==> config.mk <==
export PLATFORM = sky130hd
export DESIGN_NAME = sram_arbiter_flat
export DESIGN_NICKNAME = d
export VERILOG_FILES = /design/src/rtl/sram_arbiter_if.sv /design/src/rtl/sram_arbiter.sv /design/src/flat_wrapper.sv
export SDC_FILE = /design/constraint.sdc
export NUM_CORES = 1
export LEC_CHECK = 0
export CORE_UTILIZATION = 43
export DETAILED_ROUTE_END_ITERATION = 16
export GPL_TIMING_DRIVEN = 0
export HOLD_SLACK_MARGIN = 0.1
export PLACE_DENSITY = 0.81
export REMOVE_ABC_BUFFERS = 1
export SETUP_SLACK_MARGIN = 0.02
export SLEW_MARGIN = 30
export SYNTH_ARGS = -nofsm -noshare
export SYNTH_HDL_FRONTEND = slang
export SYNTH_SLANG_ARGS = --single-unit
==> constraint.sdc <==
create_clock -name clk -period 3.1 [get_ports clk]
set_clock_uncertainty 0.05 [all_clocks]
set_input_delay 0.31 -clock clk [delete_from_list [all_inputs] [get_ports clk]]
set_output_delay 0.31 -clock clk [all_outputs]
set_load 0.01 [all_outputs]
==> src/rtl/sram_arbiter_if.sv <==
// sram_arbiter_if: SRAM command/response bus between the arbiter and sram_iface.
// Ports (modport master = arbiter side):
//   start      one-cycle command strobe
//   writemode  1=write, 0=read
//   sram_addr  access address
//   sram_wdata write data
//   io_done    completion pulse from sram_iface
//   r_data     read data from sram_iface
interface sram_arbiter_if #(
    parameter int ADDR_W = 16,
    parameter int DATA_W = 8
);
    logic              start;
    logic              writemode;
    logic [ADDR_W-1:0] sram_addr;
    logic [DATA_W-1:0] sram_wdata;
    logic              io_done;
    logic [DATA_W-1:0] r_data;
    modport master (output start, writemode, sram_addr, sram_wdata, input io_done, r_data);
    modport slave  (input start, writemode, sram_addr, sram_wdata, output io_done, r_data);
endinterface

==> src/rtl/sram_arbiter.sv <==
// sram_arbiter: round-robin arbiter sharing one sram_iface port among NUM_REQ clients.
// Ports:
//   clk, n_rst            clock, asynchronous active-low reset
//   req/req_wr            per-client level request and write flag
//   req_addr/req_wdata    packed per-client address and write data
//   gnt                   one-hot grant, high from grant until done
//   done                  one-cycle completion pulse to the winner
//   rdata                 registered read data, valid with done
//   err_timeout           sticky watchdog error (0 unless SRAM_ARB_TIMEOUT_EN)
//   sram                  sram_arbiter_if master modport
// Optional feature: define SRAM_ARB_TIMEOUT_EN to enable the WAIT watchdog.
module sram_arbiter #(
    parameter int NUM_REQ        = 3,
    parameter int ADDR_W         = 16,
    parameter int DATA_W         = 8,
    parameter int TIMEOUT_CYCLES = 64
) (
    input  logic                      clk,
    input  logic                      n_rst,
    input  logic [NUM_REQ-1:0]        req,
    input  logic [NUM_REQ-1:0]        req_wr,
    input  logic [NUM_REQ*ADDR_W-1:0] req_addr,
    input  logic [NUM_REQ*DATA_W-1:0] req_wdata,
    output logic [NUM_REQ-1:0]        gnt,
    output logic [NUM_REQ-1:0]        done,
    output logic [DATA_W-1:0]         rdata,
    output logic                      err_timeout,
    sram_arbiter_if.master            sram
);
    localparam int IW = $clog2(NUM_REQ);
    localparam logic [1:0] IDLE = 2'd0, ISSUE = 2'd1, WAIT = 2'd2;
    logic [1:0]        state;
    logic [IW-1:0]     rr_ptr, g, pick;
    logic [IW:0]       idx;
    logic              any, fin, expire;
    logic              lat_wr;
    logic [ADDR_W-1:0] lat_addr;
    logic [DATA_W-1:0] lat_wdata;
    // Scan offsets from the top down so the lowest offset from rr_ptr wins.
    always_comb begin
        pick = '0;
        any  = 1'b0;
        idx  = '0;
        for (int k = NUM_REQ - 1; k >= 0; k--) begin
            idx = {1'b0, rr_ptr} + (IW+1)'(k);
            idx = (idx >= (IW+1)'(NUM_REQ)) ? idx - (IW+1)'(NUM_REQ) : idx;
            if (req[idx[IW-1:0]]) begin
                pick = idx[IW-1:0];
                any  = 1'b1;
            end
        end
    end
    assign fin             = (state == WAIT) && (sram.io_done || expire);
    assign sram.start      = (state == ISSUE);
    assign sram.writemode  = lat_wr;
    assign sram.sram_addr  = lat_addr;
    assign sram.sram_wdata = lat_wdata;
`ifdef SRAM_ARB_TIMEOUT_EN
    localparam int CW = $clog2(TIMEOUT_CYCLES + 1);
    logic [CW-1:0] cnt;
    // cnt is 1 in the first WAIT cycle, so expiry lands TIMEOUT_CYCLES cycles after ISSUE.
    assign expire = (state == WAIT) && (cnt == CW'(TIMEOUT_CYCLES - 1));
    always_ff @(posedge clk or negedge n_rst) begin
        if (!n_rst) begin
            cnt         <= '0;
            err_timeout <= 1'b0;
        end else begin
            cnt         <= (state == ISSUE) ? CW'(1) : (state == WAIT) ? cnt + CW'(1) : '0;
            err_timeout <= err_timeout | (expire & ~sram.io_done);
        end
    end
`else
    assign expire      = 1'b0;
    assign err_timeout = 1'b0;
`endif
    always_ff @(posedge clk or negedge n_rst) begin
        if (!n_rst) begin
            state     <= IDLE;
            rr_ptr    <= '0;
            g         <= '0;
            gnt       <= '0;
            done      <= '0;
            rdata     <= '0;
            lat_wr    <= 1'b0;
            lat_addr  <= '0;
            lat_wdata <= '0;
        end else begin
            done <= '0;
            if (state == IDLE && any) begin
                g         <= pick;
                gnt       <= NUM_REQ'(1) << pick;
                lat_wr    <= req_wr[pick];
                lat_addr  <= req_addr[pick*ADDR_W +: ADDR_W];
                lat_wdata <= req_wdata[pick*DATA_W +: DATA_W];
                state     <= ISSUE;
            end
            if (state == ISSUE) state <= WAIT;
            if (fin) begin
                done   <= NUM_REQ'(1) << g;
                gnt    <= '0;
                rr_ptr <= (g == IW'(NUM_REQ - 1)) ? '0 : g + IW'(1);
                state  <= IDLE;
                if (sram.io_done && !lat_wr) rdata <= sram.r_data;
            end
        end
    end
endmodule

==> src/flat_wrapper.sv <==
// flat-port wrapper written by rule: the top's interface ports become plain ports
module sram_arbiter_flat 
#(
    parameter int NUM_REQ        = 3,
    parameter int ADDR_W         = 16,
    parameter int DATA_W         = 8,
    parameter int TIMEOUT_CYCLES = 64
)
  (clk, n_rst, req, req_wr, req_addr, req_wdata, gnt, done, rdata, err_timeout, sram_start, sram_writemode, sram_sram_addr, sram_sram_wdata, sram_io_done, sram_r_data);
  sram_arbiter_if #(.ADDR_W(ADDR_W), .DATA_W(DATA_W)) sram_i ();
  input  logic clk;
  input  logic n_rst;
  input  logic [NUM_REQ-1:0] req;
  input  logic [NUM_REQ-1:0] req_wr;
  input  logic [NUM_REQ*ADDR_W-1:0] req_addr;
  input  logic [NUM_REQ*DATA_W-1:0] req_wdata;
  output logic [NUM_REQ-1:0] gnt;
  output logic [NUM_REQ-1:0] done;
  output logic [DATA_W-1:0] rdata;
  output logic err_timeout;
  output wire logic [$bits(sram_i.start)-1:0] sram_start;
  output wire logic [$bits(sram_i.writemode)-1:0] sram_writemode;
  output wire logic [$bits(sram_i.sram_addr)-1:0] sram_sram_addr;
  output wire logic [$bits(sram_i.sram_wdata)-1:0] sram_sram_wdata;
  input wire logic [$bits(sram_i.io_done)-1:0] sram_io_done;
  input wire logic [$bits(sram_i.r_data)-1:0] sram_r_data;
  assign sram_start = sram_i.start;
  assign sram_writemode = sram_i.writemode;
  assign sram_sram_addr = sram_i.sram_addr;
  assign sram_sram_wdata = sram_i.sram_wdata;
  assign sram_i.io_done = sram_io_done;
  assign sram_i.r_data = sram_r_data;
  sram_arbiter #(.NUM_REQ(NUM_REQ), .ADDR_W(ADDR_W), .DATA_W(DATA_W), .TIMEOUT_CYCLES(TIMEOUT_CYCLES)) u_core (.clk(clk), .n_rst(n_rst), .req(req), .req_wr(req_wr), .req_addr(req_addr), .req_wdata(req_wdata), .gnt(gnt), .done(done), .rdata(rdata), .err_timeout(err_timeout), .sram(sram_i));
endmodule
# Word level (Yosys, flattened, before mapping)
# Cells that the tools add are included.
[word_totals] in_bits=89 regBits=45 output_inout_bits=41
[op_classes] n_lt_le_gt_ge=7 shift=4 eq_ne=3 n_mux=24 n_reduce_logical=8 n_addsub=6
[ops] operator="48-bit by 7-bit indexed part select with 16-bit output" count=1
[ops] operator="24-bit by 6-bit indexed part select with 8-bit output" count=1
[ops] operator="2-bit two-way mux" count=10
[ops] operator="2-bit by 3-bit less-than comparator with 1-bit output (second input constant)" count=4
[ops] operator="3-bit two-way mux" count=3
[ops] operator="1-bit binary-select mux with 2-bit select" count=4
[ops] operator="1-bit two-way mux" count=7
[ops] operator="3-bit by 2-bit greater-or-equal comparator with 1-bit output (second input constant)" count=2
[ops] operator="1-bit by 2-bit << shifter with 3-bit output (first input constant)" count=2
[ops] operator="2-bit subtractor (second input constant)" count=3
[ops] operator="2-bit == test (second input constant)" count=2
[ops] operator="2-bit by 1-bit adder with 3-bit output (second input constant)" count=1
[ops] operator="2-bit by 2-bit adder with 3-bit output (second input constant)" count=1
[ops] operator="1-bit logical AND" count=3
[ops] operator="3-bit nonzero test" count=1
[ops] operator="2-bit by 1-bit adder with 2-bit output (second input constant)" count=1
[ops] operator="2-bit by 1-bit == test with 1-bit output (second input constant)" count=1
[ops] operator="2-bit greater-or-equal comparator (second input constant)" count=1
[ops] operator="2-bit zero test" count=1
[ops] operator="2-bit AND reduction" count=1
[ops] operator="2-bit nonzero test" count=1
[ops] operator="1-bit zero test" count=1

# Depth between registers and ports, before layout
[depth] word_depth=12 depth_mapped=9

# Worst setup path before layout
# Ideal clock, no wire load.
[synth_timing] kind="register to register" startpoint="register u_core.rr_ptr[0]" endpoint="register u_core.lat_addr[10], in the netlist u_core.sram.sram_addr[10]" path_buffers=1 t_arrival_ns=1.957 setup_slack_ns=0.952 stages_incl_launch_ff=9 required_ns=2.909 synth_period_minus_slack_ns=2.148 path_cell_list="dfrtp_1 inv_1 ha_1 a21o_1 or3_4 buf_6 and3_1 o311ai_1 a31oi_1"
[synth_between] elab_chain_len=9 elab_cells_between_ends=25
[synth_rtl] element="from (decl)" line="sram_arbiter.sv:33" text="logic [IW-1:0] rr_ptr, g, pick;"
[synth_rtl] element="from (signal assigned)" line="sram_arbiter.sv:101" text="rr_ptr <= (g == IW'(NUM_REQ - 1)) ? '0 : g + IW'(1);"
[synth_rtl] element="2-bit by 2-bit adder with 3-bit output" line="sram_arbiter.sv:45" text="idx = {1'b0, rr_ptr} + (IW+1)'(k);"
[synth_rtl] element="3-bit by 2-bit greater-or-equal comparator with 1-bit output / 2-bit subtractor (equally long branches)" line="sram_arbiter.sv:46" text="idx = (idx >= (IW+1)'(NUM_REQ)) ? idx - (IW+1)'(NUM_REQ) : idx;"
[synth_rtl] element="2-bit two-way mux" line="sram_arbiter.sv:46"
[synth_rtl] element="1-bit binary-select mux with 2-bit select" line="sram_arbiter.sv:47" text="if (req[idx[IW-1:0]]) begin"
[synth_rtl] element="1-bit two-way mux (implied by the code)" line="sram_arbiter.sv:47"
[synth_rtl] element="2-bit two-way mux / 1-bit two-way mux (equally long branches) (3 in a row)" line="sram_arbiter.sv:47"
[synth_rtl] element="48-bit by 7-bit indexed part select with 16-bit output / 1-bit logical AND (equally long branches)" line="sram_arbiter.sv:93, sram_arbiter.sv:89"
[synth_rtl] element="to (signal assigned)" line="sram_arbiter.sv:93" text="lat_addr <= req_addr[pick*ADDR_W +: ADDR_W];"
[synth_rtl] element="to (decl)" line="sram_arbiter.sv:37" text="logic [ADDR_W-1:0] lat_addr;"
# Several ways; a longest one is shown, not always the timed one. The select of a mux whose other input is x is not followed.
# A chain may end at the register's enable or synchronous reset.

# Worst setup path in the final report
[layout_timing] startpoint="register u_core.rr_ptr[1]" endpoint="register u_core.gnt[1]"
[layout_between] elab_chain_len=11 elab_cells_between_ends=28
[layout_rtl] element="2-bit by 2-bit adder with 3-bit output" line="sram_arbiter.sv:45"
[layout_rtl] element="3-bit by 2-bit greater-or-equal comparator with 1-bit output / 2-bit subtractor (equally long branches)" line="sram_arbiter.sv:46"
[layout_rtl] element="2-bit two-way mux" line="sram_arbiter.sv:46"
[layout_rtl] element="1-bit binary-select mux with 2-bit select" line="sram_arbiter.sv:47"
[layout_rtl] element="1-bit two-way mux (implied by the code)" line="sram_arbiter.sv:47"
[layout_rtl] element="2-bit two-way mux (3 in a row)" line="sram_arbiter.sv:47"
[layout_rtl] element="1-bit by 2-bit << shifter with 3-bit output" line="sram_arbiter.sv:91" text="gnt <= NUM_REQ'(1) << pick;"
[layout_rtl] element="3-bit two-way mux" line="sram_arbiter.sv:89" text="if (state == IDLE && any) begin"
[layout_rtl] element="3-bit two-way mux" line="sram_arbiter.sv:98" text="if (fin) begin"
[layout_rtl] element="to (signal assigned)" line="sram_arbiter.sv:91"
[layout_rtl] element="to (decl)" line="sram_arbiter.sv:24" text="output logic [NUM_REQ-1:0] gnt,"
# Several ways; a longest one is shown, not always the timed one. The select of a mux whose other input is x is not followed.

==> impl_metrics.prom <==
# TYPE chip_impl_metric gauge
chip_impl_metric{name="ioPinCount",unit=""} 130
chip_impl_metric{name="drt_first_pass_iters",unit=""} 4
chip_impl_metric{name="number_of_storage_elements_in_the_synthesis_netlist",unit=""} 45
chip_impl_metric{name="layout.core_utilization",unit="%"} 66.9
chip_impl_metric{name="nNetsFinal",unit=""} 549
chip_impl_metric{name="grt_start_max_net_pins",unit=""} 52
chip_impl_metric{name="finalHoldViolations",unit=""} 0
chip_impl_metric{name="numPortBuffers",unit=""} 128
chip_impl_metric{name="hold_depth",unit=""} 1
chip_impl_metric{name="placementRows",unit=""} 30
chip_impl_info{name="critical_path.slowest_cell",value="sky130_fd_sc_hd__ha_2"} 1
chip_impl_metric{name="routed_wire_length_per_instance",unit="µm"} 15.5
chip_impl_metric{name="syn-mean-instance-area",unit="µm²"} 8.98
chip_impl_info{name="crit-reg2reg-capture",value="u_core.gnt[1]"} 1
chip_impl_metric{name="routabilityCongestion",unit=""} 0.797
chip_impl_metric{name="overflow",unit=""} 0
chip_impl_metric{name="worstPathRequired",unit="ps"} 3220
chip_impl_metric{name="die_area",unit="µm²"} 7550
chip_impl_metric{name="drc_errors",unit=""} 0
chip_impl_metric{name="yosysWarningCount",unit=""} 0
chip_impl_metric{name="antenna_violations_before_repair",unit=""} 0
chip_impl_metric{name="crit_buf_inv",unit=""} 4
chip_impl_metric{name="htreeDepth",unit=""} 2
chip_impl_info{name="path_cells",value="inv_1 > ha_2 > buf_16 > mux2i_2 > mux2i_4 > o2bb2ai_4 > buf_16 > buf_16 > o211ai_1 > o21ai_0"} 1
chip_impl_info{name="run_status",value="finished clean"} 1
chip_impl_metric{name="finalWorstPathRequiredPeriod",unit="ps"} 2890
chip_impl_metric{name="worst_setup_hold_path_clk_slew",unit="ps"} 90
chip_impl_info{name="tritoncts_clock_tree",value="done"} 1
chip_impl_info{name="critPathLaunchType",value="flop"} 1
chip_impl_metric{name="cts-root-to-sink-buffers",unit=""} 2
chip_impl_metric{name="syn_inst",unit=""} 345
chip_impl_metric{name="vias",unit=""} 3107
chip_impl_metric{name="ir_drop",unit="V"} 0.000440
chip_impl_metric{name="drive_above_1_share",unit="%"} 6.56
chip_impl_metric{name="grt.total_usage",unit="%"} 22.7
chip_impl_metric{name="die-height",unit="µm"} 86.9
chip_impl_metric{name="setup_viol_count_final",unit=""} 0
chip_impl_metric{name="worstMarginPinSlew",unit="ps"} 876
chip_impl_metric{name="grt_pass1_wl",unit="µm"} 13600
chip_impl_metric{name="postSynth.asyncResetShare",unit="%"} 100
chip_impl_metric{name="met2_length",unit="µm"} 4450
chip_impl_metric{name="vias_in_the_first_global_route",unit=""} 3039
chip_impl_info{name="root_buffer",value="sky130_fd_sc_hd__clkbuf_8"} 1
chip_impl_metric{name="critPathArrivalTime",unit="ps"} 3020
chip_impl_metric{name="max_slew_margin",unit="%"} 41.6
chip_impl_metric{name="floorplan.initialDensity",unit="%"} 45.1
chip_impl_metric{name="cts_buffers",unit=""} 5
chip_impl_info{name="most_used_flip_flop_cell_after_synthesis",value="sky130_fd_sc_hd__dfrtp_1"} 1
chip_impl_metric{name="drv_cap",unit=""} 0
chip_impl_info{name="rsz0062_at_grt",value="false"} 1
chip_impl_info{name="hold_path.startpoint",value="u_core.g[0]"} 1
chip_impl_metric{name="total_power",unit="µW"} 4210
chip_impl_metric{name="worst_setup_margin",unit="ps"} 207
chip_impl_metric{name="antennaDiodeCount",unit=""} 0
chip_impl_metric{name="syn2layout_area_growth",unit="%"} 48.3
chip_impl_metric{name="wirelength",unit="µm"} 8590
chip_impl_metric{name="clock_sink_count",unit=""} 45
chip_impl_metric{name="ys_seq_area_share",unit="%"} 36.3
chip_impl_info{name="critical-path-top-delay-family",value="multiplexers"} 1
chip_impl_info{name="top_layer_used",value="met4"} 1
chip_impl_metric{name="synth_area",unit="µm²"} 3100
chip_impl_info{name="synthTopCellsByCount",value="sky130_fd_sc_hd__nand2_1 (56), sky130_fd_sc_hd__dfrtp_1 (45), sky130_fd_sc_hd__mux2i_1 (27), sky130_fd_sc_hd__nor2_1 (27)"} 1
chip_impl_metric{name="placement.setup.worst_slack",unit="ps"} 227
chip_impl_info{name="min_to",value="u_core.done[2]"} 1
chip_impl_metric{name="synth-edff-count",unit=""} 0
chip_impl_metric{name="die-width",unit="µm"} 86.9
chip_impl_metric{name="final_max_slew_viol_count",unit=""} 0
chip_impl_info{name="criticalPathCategory",value="reg -> reg"} 1
chip_impl_metric{name="power.density_cell_area",unit="nW/µm²"} 917
chip_impl_metric{name="route.met3.wl",unit="µm"} 455
chip_impl_metric{name="synth_top_cell_area_share",unit="%"} 36.3
chip_impl_info{name="crit_path_frequent_cell",value="sky130_fd_sc_hd__buf_16"} 1
chip_impl_metric{name="rrSetupSlack",unit="ps"} 210
chip_impl_metric{name="core",unit="µm²"} 6870
chip_impl_metric{name="p_leak",unit="µW"} 0.00184
chip_impl_metric{name="routedLengthMet1",unit="µm"} 3550
chip_impl_info{name="synth.most_common_cell",value="sky130_fd_sc_hd__nand2_1"} 1
chip_impl_metric{name="timing.critical_path.slowest_cell_delay",unit="ps"} 500
chip_impl_metric{name="detail-route-antenna-nets",unit=""} 0
chip_impl_metric{name="r2r_cells",unit=""} 10
chip_impl_metric{name="initialDrtViolationCount",unit=""} 87
chip_impl_metric{name="clock.fmax",unit="MHz"} 346
chip_impl_metric{name="top_fanout_value_on_the_critical_path",unit=""} 30
chip_impl_info{name="critPathCaptureType",value="flop"} 1
chip_impl_info{name="startpoint_of_the_lowest_slack_register_to_register_path",value="u_core.rr_ptr[1]"} 1
chip_impl_metric{name="clk-insertion-delay-late",unit="ps"} 280
chip_impl_info{name="hold_class",value="reg -> reg"} 1
chip_impl_metric{name="finalCritPeriodShare",unit="%"} 93.3
chip_impl_info{name="synth_top_cells_by_area",value="sky130_fd_sc_hd__dfrtp_1 (36%), sky130_fd_sc_hd__mux2i_1 (8.7%), sky130_fd_sc_hd__o311ai_1 (7.1%)"} 1
chip_impl_info{name="yosysTopAreaCell",value="sky130_fd_sc_hd__dfrtp_1"} 1
chip_impl_metric{name="vias_per_cell",unit=""} 5.62
chip_impl_metric{name="detailed_place_hpwl",unit="µm"} 6220
chip_impl_metric{name="synth.distinct_cells",unit=""} 41
-- cell type report --
cell class | count | area [µm²]
clock buffers | 7 | 76.3
clock inverters | 1 | 7.51
fillers | 551 | 2280
inverters | 6 | 22.5
multi-input cells | 263 | 1810
flip-flops and latches | 45 | 1130
well taps | 96 | 120
repair buffers | 135 | 1430
-- worst register-to-register path, delay by kind of cell (launching register included) --
family | cells | cell delay [ps]
muxes | 2 | 710
AOI/OAI and AO/OA | 3 | 400
adders and majority gates | 1 | 500
DFF | 1 | 420
buffers and inverters | 4 | 690
-- report_power, final --
group          internal (µW)  switching, µW  leakage (µW)  total (µW)
combinational           1440           1400       0.00128        2830
sequential               871            154      0.000525        1020
clock                    160            197     0.0000385         357
-- cell usage in the layout (no fill, tap or decap), types with 2 or more instances in the layout --
cell type and count:
sky130_fd_sc_hd__buf_8 2, sky130_fd_sc_hd__and3_1 25, sky130_fd_sc_hd__a21boi_1 6, sky130_fd_sc_hd__nor2b_1 8, sky130_fd_sc_hd__a21boi_0 19, sky130_fd_sc_hd__mux2_2 8
sky130_fd_sc_hd__ha_1 3, sky130_fd_sc_hd__mux2i_1 27, sky130_fd_sc_hd__buf_16 4, sky130_fd_sc_hd__nor2_1 27, sky130_fd_sc_hd__dfrtp_1 45, sky130_fd_sc_hd__clkbuf_8 5
sky130_fd_sc_hd__a31oi_1 25, sky130_fd_sc_hd__a21o_1 5, sky130_fd_sc_hd__nor3_1 3, sky130_fd_sc_hd__o21ai_0 4, sky130_fd_sc_hd__nand2_1 56, sky130_fd_sc_hd__clkdlybuf4s50_1 127
sky130_fd_sc_hd__o311ai_1 25, sky130_fd_sc_hd__inv_1 6, sky130_fd_sc_hd__clkbuf_1 2
-- metal layers --
| layer | global-route usage (%) | up-vias |
|---|---|---|
| li1 | - | 1491 |
| met1 | 26.0 | 1501 |
| met2 | 41.9 | 103 |
| met3 | 4.83 | 12 |
| met4 | 6.97 | 0 |
| met5 | 0 | - |
-- kinds of logic (layout without fill, tap and decap cells) --
kind of cell,Yosys count,after routing,synth area share [%]
adder cells (fa/ha/maj),4,4,1.62
AO/OA/AOI/OAI,95,95,23.6
flip-flops,45,45,36.3
AND/OR/NAND/NOR,126,126,18.9
other,1,1,0.121
multiplexers,37,37,12.8
buffers and inverters,37,149,6.54
-- flip-flops by register name, summed over array words and instances, names as in the netlist --
name and flops:
u_core.gnt 3, u_core.rdata 8, u_core.g 2, u_core.sram.sram_addr 16, u_core.sram.writemode 1, u_core.state 2, u_core.done 3, u_core.rr_ptr 2
u_core.sram.sram_wdata 8
-- how the worst max path moves through the flow --
stage | startpoint | endpoint | slack, ps | cells past startpoint
floorplan | u_core.rr_ptr[1] | u_core.gnt[0] | -730 | 6
global placement | u_core.rr_ptr[1] | u_core.gnt[2] | -1860 | 6
detailed placement | u_core.rr_ptr[1] | u_core.gnt[1] | 230 | 10
CTS | u_core.rr_ptr[1] | u_core.sram.sram_addr[2] | 210 | 9
global route | u_core.rr_ptr[1] | u_core.sram.sram_addr[9] | 20 | 9
finish | u_core.rr_ptr[1] | u_core.gnt[1] | 210 | 10
-- repair_timing --
action,4_1_cts,5_1_grt
setup buffers,0,0
endpoints found under the hold margin,45,0
setup endpoints to repair,0,3
gates resized for setup,0,1
hold buffers,1,0
-- through the flow --
stage / instance area, µm² / setup TNS [ps] / hold slack (ps) / std cells
2_1_floorplan: 2920 / -20870 / -35.6 / 314
3_3_place_gp: 4320 / -55040 / 402 / 538
3_5_place_dp: 4490 / 0 / 299 / 544
4_1_cts: 4580 / 0 / 409 / 553
5_1_grt: 4590 / 0 / 443 / 553
6_report: 4590 / 0 / 410 / 553
No activity file was read; power rests on OpenSTA's default activity.
